==> src/rtl/rggen_apb_command_master.sv <==
// Single-outstanding APB4 requester: valid/ready command in, APB transfer out,
// buffered valid/ready response back, with an optional ACCESS-phase timeout.
module rggen_apb_command_master #(
  parameter int ADDRESS_WIDTH  = 7,
  parameter int BUS_WIDTH      = 32,
  parameter int TIMEOUT_CYCLES = 255
)(
  input  logic                     i_clk,
  input  logic                     i_rst,
  input  logic                     i_cmd_valid,
  output logic                     o_cmd_ready,
  input  logic                     i_cmd_write,
  input  logic [ADDRESS_WIDTH-1:0] i_cmd_address,
  input  logic [BUS_WIDTH-1:0]     i_cmd_write_data,
  input  logic [BUS_WIDTH/8-1:0]   i_cmd_strobe,
  output logic                     o_rsp_valid,
  input  logic                     i_rsp_ready,
  output logic [BUS_WIDTH-1:0]     o_rsp_read_data,
  output logic [1:0]               o_rsp_status,
  output logic                     o_psel,
  output logic                     o_penable,
  output logic                     o_pwrite,
  output logic [ADDRESS_WIDTH-1:0] o_paddr,
  output logic [2:0]               o_pprot,
  output logic [BUS_WIDTH/8-1:0]   o_pstrb,
  output logic [BUS_WIDTH-1:0]     o_pwdata,
  input  logic                     i_pready,
  input  logic                     i_pslverr,
  input  logic [BUS_WIDTH-1:0]     i_prdata
);

  localparam int STRB_WIDTH  = BUS_WIDTH / 8;
  localparam int ADDR_LSB    = $clog2(STRB_WIDTH);
  localparam int COUNT_WIDTH = (TIMEOUT_CYCLES > 0) ? $clog2(TIMEOUT_CYCLES + 1) : 1;
  localparam bit TIMEOUT_EN  = (TIMEOUT_CYCLES != 0);

  localparam logic [ADDRESS_WIDTH-1:0] ALIGN_MASK   = ADDRESS_WIDTH'((1 << ADDR_LSB) - 1);
  localparam logic [COUNT_WIDTH-1:0]   TIMEOUT_LAST = COUNT_WIDTH'(TIMEOUT_CYCLES - 1);

  localparam logic [1:0] STATUS_OKAY    = 2'b00;
  localparam logic [1:0] STATUS_SLVERR  = 2'b10;
  localparam logic [1:0] STATUS_TIMEOUT = 2'b11;

  typedef enum logic [1:0] {
    IDLE,
    SETUP,
    ACCESS,
    RESPONSE
  } state_e;

  state_e                   state;
  state_e                   state_next;
  logic [COUNT_WIDTH-1:0]   timeout_count;
  logic                     cmd_accept;
  logic                     access_done;
  logic                     timeout_hit;

  assign cmd_accept  = (state == IDLE) && i_cmd_valid;
  assign access_done = (state == ACCESS) && i_pready;
  // A ready slave on the final allowed cycle wins over the timeout.
  assign timeout_hit = TIMEOUT_EN && (state == ACCESS) && !i_pready &&
                       (timeout_count == TIMEOUT_LAST);

  always_ff @(posedge i_clk) begin
    if (i_rst) begin
      state <= IDLE;
    end else begin
      state <= state_next;
    end
  end

  always_comb begin
    state_next = state;
    case (state)
      IDLE: begin
        if (i_cmd_valid) begin
          state_next = SETUP;
        end
      end
      SETUP: begin
        state_next = ACCESS;
      end
      ACCESS: begin
        if (access_done || timeout_hit) begin
          state_next = RESPONSE;
        end
      end
      RESPONSE: begin
        if (i_rsp_ready) begin
          state_next = IDLE;
        end
      end
      default: begin
        state_next = IDLE;
      end
    endcase
  end

  always_comb begin
    o_cmd_ready = (state == IDLE);
    o_psel      = (state == SETUP) || (state == ACCESS);
    o_penable   = (state == ACCESS);
    o_rsp_valid = (state == RESPONSE);
    o_pprot     = 3'b000;
  end

  // Bus request fields are captured once at the handshake and held for the whole transfer.
  always_ff @(posedge i_clk) begin
    if (i_rst) begin
      o_paddr  <= '0;
      o_pwrite <= 1'b0;
      o_pstrb  <= '0;
      o_pwdata <= '0;
    end else if (cmd_accept) begin
      o_paddr  <= i_cmd_address & ~ALIGN_MASK;
      o_pwrite <= i_cmd_write;
      o_pstrb  <= i_cmd_write ? i_cmd_strobe : {STRB_WIDTH{1'b0}};
      o_pwdata <= i_cmd_write ? i_cmd_write_data : {BUS_WIDTH{1'b0}};
    end
  end

  always_ff @(posedge i_clk) begin
    if (i_rst) begin
      timeout_count <= '0;
    end else if (state == SETUP) begin
      timeout_count <= '0;
    end else if ((state == ACCESS) && !i_pready) begin
      timeout_count <= timeout_count + COUNT_WIDTH'(1);
    end
  end

  always_ff @(posedge i_clk) begin
    if (i_rst) begin
      o_rsp_read_data <= '0;
      o_rsp_status    <= STATUS_OKAY;
    end else if (access_done) begin
      o_rsp_read_data <= o_pwrite ? {BUS_WIDTH{1'b0}} : i_prdata;
      o_rsp_status    <= i_pslverr ? STATUS_SLVERR : STATUS_OKAY;
    end else if (timeout_hit) begin
      o_rsp_read_data <= '0;
      o_rsp_status    <= STATUS_TIMEOUT;
    end
  end

endmodule

==> config.mk <==
export PLATFORM = sky130hd
export DESIGN_NAME = rggen_apb_command_master
export DESIGN_NICKNAME = d
export VERILOG_FILES = /design/src/rtl/rggen_apb_command_master.sv
export SDC_FILE = /design/constraint.sdc
export NUM_CORES = 1
export LEC_CHECK = 0
export CORE_MARGIN = 5
export CORE_UTILIZATION = 42
export CTS_CLUSTER_DIAMETER = 200
export DETAILED_ROUTE_END_ITERATION = 16
export HOLD_SLACK_MARGIN = 0.03
export PLACE_DENSITY = 0.85
export SLEW_MARGIN = 5
export SYNTH_ARGS = -nofsm -noshare
export SYNTH_HDL_FRONTEND = slang
export SYNTH_SLANG_ARGS = --single-unit
==> constraint.sdc <==
create_clock -name i_clk -period 4.88 [get_ports i_clk]
set_input_delay 1.464 -clock i_clk [delete_from_list [all_inputs] [get_ports i_clk]]
set_output_delay 1.464 -clock i_clk [all_outputs]
set_load 0.01 [all_outputs]
[After elaboration in Yosys (flattened, before gate mapping)]
Cells that the tools add are included.
Storage, ports and cells
  register bits after elaboration: 86
  word-level logic and storage cells: 39
Cells by class
  reduce and logical (&&, ||, !) cells: 11
  eq/ne operators: 7
  multiplexer cells: 12
  $add $sub $neg: 1
Operators with widths (number)
  32-bit two-way mux: 4
  2-bit two-way mux: 6
  8-bit by 1-bit adder with 8-bit output (second input constant): 1
  8-bit equality test (second input constant): 1
  2-bit one-hot mux with 4 select lines: 1
  2-bit equality test (second input constant): 2
  1-bit logical AND: 4
  4-bit two-way mux: 1
  2-bit by 1-bit != test with 1-bit output (second input constant): 2
  3-bit AND reduction: 1
  2-bit by 1-bit equality test with 1-bit output (second input constant): 1
  2-bit zero test: 1
  1-bit logical OR: 2
  2-bit != test (second input constant): 1
  2-bit nonzero test: 1
  2-bit OR reduction: 1
  1-bit zero test: 1

[Longest topological paths before layout]
Gate-level depths: netlist (run 1).
  word-level depth: 6
  depth in mapped cells: 7

[Worst setup path after synthesis (run 1)]
No wires, ideal clock.
  path kind: input port to flip-flop
  start point: input port i_rst
  end point: register timeout_count[7]
  cell stages on the path: 4
  path slack: 2448 ps
  path buffers: 1
  data required time: 4821 ps
  arrival: 2373 ps
  setup time: 59 ps
  cell sequence: or2_1 clkbuf_1 or4_1 nand2_1
Between the ends
  cells in the longest elaborated chain, start to end: 1
RTL lines
  start, declared: RTL line 9  | input logic i_rst,
  2-bit OR reduction (no source line)
  end signal, assigned: RTL line 128  | timeout_count <= timeout_count + COUNT_WIDTH'(1);
  end, declared: RTL line 53  | logic [COUNT_WIDTH-1:0] timeout_count;
Every way passes these cells.
A chain may end at the register's enable or synchronous reset.

[Worst setup path after layout (run 1)]
  start point: register state[0]
  end point: output port o_penable
Between the ends
  cells in the longest elaborated chain, start to end: 1
RTL lines
  start, declared: RTL line 51  | state_e state;
  start signal, assigned: RTL line 68  | state <= state_next;
  2-bit equality test: RTL line 102  | o_penable = (state == ACCESS);
  end, declared: RTL line 21  | output logic o_penable,
Every way passes these cells.

==> parameters.txt, run 1 <==
Parameter                              Value

Outcome
  Status ... complete, no violations

CTS
  Clock buffer count from CTS ... 9
  Clock Tree Buf Depth ... 2
  Clock tree from TritonCTS ... yes
  Post-CTS setup repair buffer count ... 0
  Master cell of the clock root buffer ... sky130_fd_sc_hd__clkbuf_8
  Hold buffers post-CTS ... 0
  PostCTS Resize Cnt ... 0
  H-tree depth reported by CTS ... 3
  Clock latency on the worst-skew pair ... 0.34 ns
  Number of sinks driven by the clock tree ... 86
  Clock slew at the register clock pins of the worst setup and hold paths ... 0.08 ns

STA
  Relative slew margins ... 0.357
  Final period util ... 0.657
  Final hold violations ... 0
  Crit path time final ... 3.21 ns
  Slew Limit Fails ... 0
  Setup repair after global routing missed its margin ... no
  Slew at the pin with the worst max-slew slack ... 0.965 ns
  Fin Hold WS ... 0.453 ns
  Setup clock skew after layout ... ~0.010 ns
  Number of setup violations in the final report ... 0
  TNS Setup ... 0 ns
  Highest achievable clock rate ... 0.312 GHz

Min path
  Origin of the worst min-delay path ... o_rsp_status[1]
  Class of the tightest hold or removal check ... reg2reg

Run
  Number of max-capacitance violations reported ... 0

Power and ir drop
  Leakage power of the design ... roughly 1.8 nW
  Maximum ir drop on the vdd rail ... 0.238 mV
  Total power density per cell area ... between 300 and 400 mW/mm2
  Final total power ... 1.95 mW

Critical path
  Data required time at the worst endpoint ... 3.42 ns
  Critical path startpoint category ... flop
  Worst R2R Start ... state[0]
  Category of the critical setup timing path ... reg2out
  Startpoint of the most critical setup path ... state[0]
  Crit path DAT ... 1.74 ns
  Worst setup EP type ... primary output
  Largest driver fanout on the critical path ... 8

Floorplanning
  Vertical die dimension ... just under 100 um
  Die width ... approximately 96 um
  Number of rows in the core area ... 31
  Top-Level Pins ... roughly 170
  Area of the core ... 0.00725 mm2
  Area enclosed by the die boundary ... approximately 0.0093 mm2
  Initial standard-cell utilization of the core ... 0.430

Final layout
  Most frequent cells in the layout ... sky130_fd_sc_hd__clkdlybuf4s50_1, sky130_fd_sc_hd__dfxtp_1, sky130_fd_sc_hd__nand2_1
  Ant diodes ... 0
  Number of non-filler instances in the completed layout ... between 500 and 600
  Final Core Density ... 0.683
  Most common library cell in the layout ignoring fill and taps ... sky130_fd_sc_hd__clkdlybuf4s50_1
  Fraction of final layout cells with drive strength greater than 1 ... 0.0509
  Layout overhead on the synthesized area ... 58.6%
  Count of nets after finishing ... ~580

Global routing
  Global-route congestion overflow total ... 0
  First-pass GRT wire length ... between 10,000 and 15,000 um
  Overall track demand over capacity in global routing ... 0.199
  Number of global-route vias before repair ... 2,914
  Largest net degree at the start of global routing ... slightly above 50
  Number of antenna violations at the first check in global routing ... 0

Logic synthesis
  Number of warnings printed during yosys synthesis ... 0
  Syn Inst Count ... ~340
  Fraction of the yosys area taken by sequential cells ... 0.552
  Post-synthesis average cell area ... 9.24 um2
  Flip-flop and latch count after synthesis ... 86
  Count of different cell masters after synthesis ... 30
  Cell area after synthesis ... 0.00312 mm2

Placement
  Cell Count Post-Placement ... 574
  Port Buffer Count ... about 160
  GPL Wtd Cong ... approximately 0.75
  DP Wirelength ... 6830 um

Drt
  Detail Route Antenna Nets ... 0
  DRC violations left ... 0
  Routed via count divided by cell count ... a little over 5
  Detail-routed net length per standard cell ... around 16 um
  Routed wire length ... 9300 um
  Routed vias ... 3,002
  First-pass detailed-route iteration total ... 4
  Iteration-0 DRC count of the detailed router ... 140
## metrics by stage
| step | setup WS (ns) | instance area (um2) |
|---|---|---|
| after floorplan | 2.45 | 3140 |
| after global placement | 1.86 | 4740 |
| after detailed placement | 1.83 | 4740 |
| after CTS | 1.67 | 4950 |
| after global routing | 1.60 | 4950 |
| final | 1.67 | 4950 |
## sequential cells by signal, indices dropped and copies added, names as in the netlist
signal           count
state                2
o_pstrb              4
o_pwrite             1
timeout_count        8
o_pwdata            32
o_rsp_status         2
o_rsp_read_data     32
o_paddr              5
## cell type report
cell class                      count  area (um2)
Sequential cell                    86        1720
Clock buffer                       10         138
Clock inverter                      6        71.3
Timing Repair Buffer              164        1620
Inverter                            6        22.5
Tap cell                           99         124
Fill cell                         573        2300
Multi-Input combinational cell    219        1250
## critical path, cell delays in order (launching register included)
cell and delay (ns):
sky130_fd_sc_hd__dfxtp_1 0.35, sky130_fd_sc_hd__inv_1 0.11, sky130_fd_sc_hd__ha_1 0.35, sky130_fd_sc_hd__clkdlybuf4s50_1 0.60
## cell usage after synthesis (all sizes together)
master / n / area share
nand3: 38 / 0.061
and3: 2 / 0.0040
inv: 6 / 0.0072
a21o: 1 / 0.0024
a22o: 32 / 0.090
o21bai: 1 / 0.0024
or2: 1 / 0.0020
xnor2: 1 / 0.0028
a22oi: 1 / 0.0024
dfxtp: 86 / 0.55
clkbuf: 15 / 0.018
a21oi: 46 / 0.074
conb: 1 / 0.0012
nand4: 4 / 0.0080
and2b: 1 / 0.0024
and2: 1 / 0.0020
xor2: 5 / 0.014
nor3: 1 / 0.0016
o211ai: 1 / 0.0024
buf: 16 / 0.030
ha: 7 / 0.028
or4: 1 / 0.0024
a211oi: 4 / 0.0096
nor2: 11 / 0.013
nand2: 54 / 0.066
o21ai: 1 / 0.0016
## cells by family after synthesis
| family | after synthesis | synth area share |
|---|---|---|
| xor+xnor | 6 | 0.0168 |
| simple gates | 114 | 0.162 |
| compound gates | 87 | 0.184 |
| buf+inv | 37 | 0.0557 |
| other cells | 1 | 0.00120 |
| flops | 86 | 0.552 |
| fa+ha+maj | 7 | 0.0281 |
## final timing paths
path | endpoint | slack [ns] | cells past startpoint
min reg2reg | o_rsp_status[1] | 0.45 | 2
max reg2reg | timeout_count[7] | 3.00 | 6
min | o_rsp_status[1] | 0.45 | 2
max | o_penable | 1.67 | 3
## metal layers
metal,vias up,global-route usage,part of all wire
li1,1454,-,-
met1,1398,0.223,0.38
met2,142,0.313,0.45
met3,8,0.120,0.16
met4,0,0.0675,0.011
met5,-,0,0
## where the power goes
group	switching (mW)	total [mW]	internal (mW)
sequential	0.0483	0.833	0.784
combinational	0.304	0.604	0.300
clock	0.256	0.510	0.253
Note: power is estimated with default switching activity, not from simulation.
==> run 2: changes to the inputs <==
--- a/config.mk
+++ b/config.mk
@@ -6,11 +6,11 @@
 export NUM_CORES = 1
 export LEC_CHECK = 0
 export CORE_MARGIN = 5
-export CORE_UTILIZATION = 42
+export CORE_UTILIZATION = 39
 export CTS_CLUSTER_DIAMETER = 200
 export DETAILED_ROUTE_END_ITERATION = 16
 export HOLD_SLACK_MARGIN = 0.03
-export PLACE_DENSITY = 0.85
+export PLACE_DENSITY = 0.8
 export SLEW_MARGIN = 5
 export SYNTH_ARGS = -nofsm -noshare
 export SYNTH_HDL_FRONTEND = slang
==> constraint.sdc (replaced) <==
create_clock -name i_clk -period 3.25 [get_ports i_clk]
set_input_delay 0.975 -clock i_clk [delete_from_list [all_inputs] [get_ports i_clk]]
set_output_delay 0.975 -clock i_clk [all_outputs]
set_load 0.01 [all_outputs]
==> run 2 against run 1 <==
Compared with the run above:
- clock skew is 0.0037 ns lower
- routed wire length is 2.1% lower
- final cell count is 0.51% higher
- clock power is 50% higher
- setup slack worse by 1.1 ns
- non-clock buffer count is 1 higher
- die area is 6.9% higher
==> parameters.txt, run 2 (synthesis gave the netlist of run 1 again) <==
Parameter                              Value

CTS
  Number of sinks driven by the clock tree ... 86 (unchanged)
  Master cell of the clock root buffer ... sky130_fd_sc_hd__clkbuf_8 (unchanged)
  Hold buffers post-CTS ... 0 (unchanged)
  Clock slew at the register clock pins of the worst setup and hold paths ... 0.08 ns (about the same)
  Clock tree from TritonCTS ... yes (unchanged)
  Clock Tree Buf Depth ... 2 (unchanged)
  H-tree depth reported by CTS ... 3 (unchanged)
  Clock latency on the worst-skew pair ... 0.33 ns (was 0.34 ns)
  Clock buffer count from CTS ... 9 (unchanged)
  PostCTS Resize Cnt ... 0 (unchanged)
  Post-CTS setup repair buffer count ... 0 (unchanged)

STA
  Highest achievable clock rate ... around 0.37 GHz
  Final period util ... 0.830
  Setup clock skew after layout ... 0.00640 ns (was 0.0100 ns)
  Setup repair after global routing missed its margin ... no (unchanged)
  Fin Hold WS ... 0.450 ns (was 0.453 ns)
  TNS Setup ... 0 ns (unchanged)
  Slew at the pin with the worst max-slew slack ... 0.520 ns (was 0.965 ns)
  Relative slew margins ... 0.652 (was 0.357)
  Number of setup violations in the final report ... 0 (unchanged)
  Crit path time final ... around 2.7 ns
  Slew Limit Fails ... 0 (unchanged)
  Final hold violations ... 0 (unchanged)

Final layout
  Most common library cell in the layout ignoring fill and taps ... sky130_fd_sc_hd__clkdlybuf4s50_1 (unchanged)
  Number of non-filler instances in the completed layout ... 593 (was 590)
  Filler cell count in the final layout ... 633 (was 573)
  Count of nets after finishing ... 576 (was 575)
  Layout overhead on the synthesized area ... 59.3% (was 58.6%)
  Registers with the most flip-flops ... o_pwdata (32), o_rsp_read_data (32), timeout_count (8) (unchanged)
  Register cell area after layout ... 0.00172 mm2 (unchanged)
  Fraction of final layout cells with drive strength greater than 1 ... 0.0509 (unchanged)
  Most frequent cells in the layout ... sky130_fd_sc_hd__clkdlybuf4s50_1, sky130_fd_sc_hd__dfxtp_1, sky130_fd_sc_hd__nand2_1 (unchanged)
  Finished layout cell area ... 0.00497 mm2 (was 0.00495 mm2)
  Final Core Density ... 0.640 (was 0.683)
  Multi-input combinational cell area ... 0.00125 mm2 (unchanged)
  Ant diodes ... 0 (unchanged)

Floorplanning
  Area of the core ... 0.00777 mm2 (was 0.00725 mm2)
  Initial standard-cell utilization of the core ... 0.402 (was 0.430)
  Die width ... 99.5 um (was 96.2 um)
  Vertical die dimension ... 99.5 um (was 96.2 um)
  Top-Level Pins ... 167 (unchanged)
  Number of rows in the core area ... 32 (was 31)
  Area enclosed by the die boundary ... 0.00989 mm2 (was 0.00926 mm2)

Critical path
  Category of the critical setup timing path ... reg2out (unchanged)
  Delay of the slowest cell on the worst path ... 0.60 ns (about the same)
  Largest driver fanout on the critical path ... 8 (unchanged)
  Data required time at the worst endpoint ... 2.27 ns (was 3.42 ns)
  Crit path DAT ... 1.72 ns (was 1.74 ns)
  Cell at the slowest stage of the critical path ... sky130_fd_sc_hd__clkdlybuf4s50_1 (unchanged)
  Family with the most delay on the worst path ... buffers and inverters (unchanged)
  Critical path startpoint category ... flop (unchanged)
  Worst setup EP type ... primary output (unchanged)
  Cell-by-cell trace of the critical path ... inv_1 > ha_1 > clkdlybuf4s50_1 (unchanged)
  Buffers & Inverters on Critical Path ... 2 (unchanged)

Drt
  Routed via count divided by cell count ... 4.97 (was 5.09)
  Routed vias ... 2,945 (was 3,002)
  Detail Route Antenna Nets ... 0 (unchanged)
  Detail-routed net length per standard cell ... 15.4 um (was 15.8 um)
  DRC violations left ... 0 (unchanged)
  Routed wire length ... 9110 um (was 9300 um)
  Iteration-0 DRC count of the detailed router ... 104 (was 140)
  First-pass detailed-route iteration total ... 5 (was 4)

Placement
  Cell Area, Placed ... 0.00477 mm2 (was 0.00474 mm2)
  Port Buffer Count ... 159 (unchanged)
  GPL Wtd Cong ... 0.774 (was 0.755)
  Cell Count Post-Placement ... 578 (was 574)
  DP Wirelength ... 6710 um (was 6830 um)

Global routing
  Global-route congestion overflow total ... 0 (unchanged)
  Overall track demand over capacity in global routing ... 0.185 (was 0.199)
  Largest net degree at the start of global routing ... 42 (was 51)
  First-pass GRT wire length ... 14,800 um (was 14,400 um)
  Number of global-route vias before repair ... 2,994 (was 2,914)
  Number of antenna violations at the first check in global routing ... 0 (unchanged)

Min path
  Class of the tightest hold or removal check ... reg2reg (unchanged)

Run
  Number of max-capacitance violations reported ... 0 (unchanged)

Power and ir drop
  Maximum ir drop on the vdd rail ... 0.353 mV (was 0.238 mV)
  Total power density per cell area ... 590 mW/mm2 (was 393 mW/mm2)
  Leakage power of the design ... 1.83 nW (was 1.81 nW)

Outcome
  Status ... complete, no violations (unchanged)
run 2: cell count changes in the layout (fill, tap and decap cells not counted), sizes merged:
cell and delta:
clkbuf +2, clkinvlp -1, clkinv -2, buf +1
run 2: worst paths after layout:
path / to / from / slack (ns) / cells after the start
setup / recovery: o_penable / state[0] / 0.55 / 3
hold / removal: o_pwdata[6] / o_pwdata[6] / 0.45 / 2
setup reg to reg: timeout_count[7] / state[0] / 1.38 / 6
hold reg to reg: o_pwdata[6] / o_pwdata[6] / 0.45 / 2
run 2: routing by layer:
metal | share of wire | GRT usage
met1 | 0.42 | 0.222
met2 | 0.45 | 0.290
met3 | 0.12 | 0.0870
met4 | 0.0093 | 0.0630
met5 | 0 | 0
run 2: area by class of cell:
class / instances / area share
inverter: 6 / 0.00453
tap: 102 / 0.0257
timing repair buffer: 165 / 0.331
sequential: 86 / 0.346
clock buffer: 12 / 0.0332
clock inverter: 3 / 0.00855
multi-input combinational: 219 / 0.251
run 2: where the power goes:
group | total, mW | internal, mW | leakage [nW] | switching (mW)
Sequential | 1.25 | 1.18 | 0.698 | 0.0692
Clock | 0.766 | 0.413 | 0.104 | 0.353
Combinational | 0.924 | 0.464 | 1.02 | 0.460
run 2: worst reg2reg max path: cells and delay by family (launching register included):
family / cells / cell delay [ns]
simple gates: 4 / 1.03
fa+ha+maj: 1 / 0.33
flops: 1 / 0.35
buf+inv: 1 / 0.11
run 2: stage by stage:
step,worst slack [ns],power (mW)
2_1_floorplan,1.31,1.73
3_3_place_gp,0.713,2.17
3_5_place_dp,0.686,2.20
4_1_cts,0.525,2.97
5_1_grt,0.462,3.12
6_report,0.554,2.94
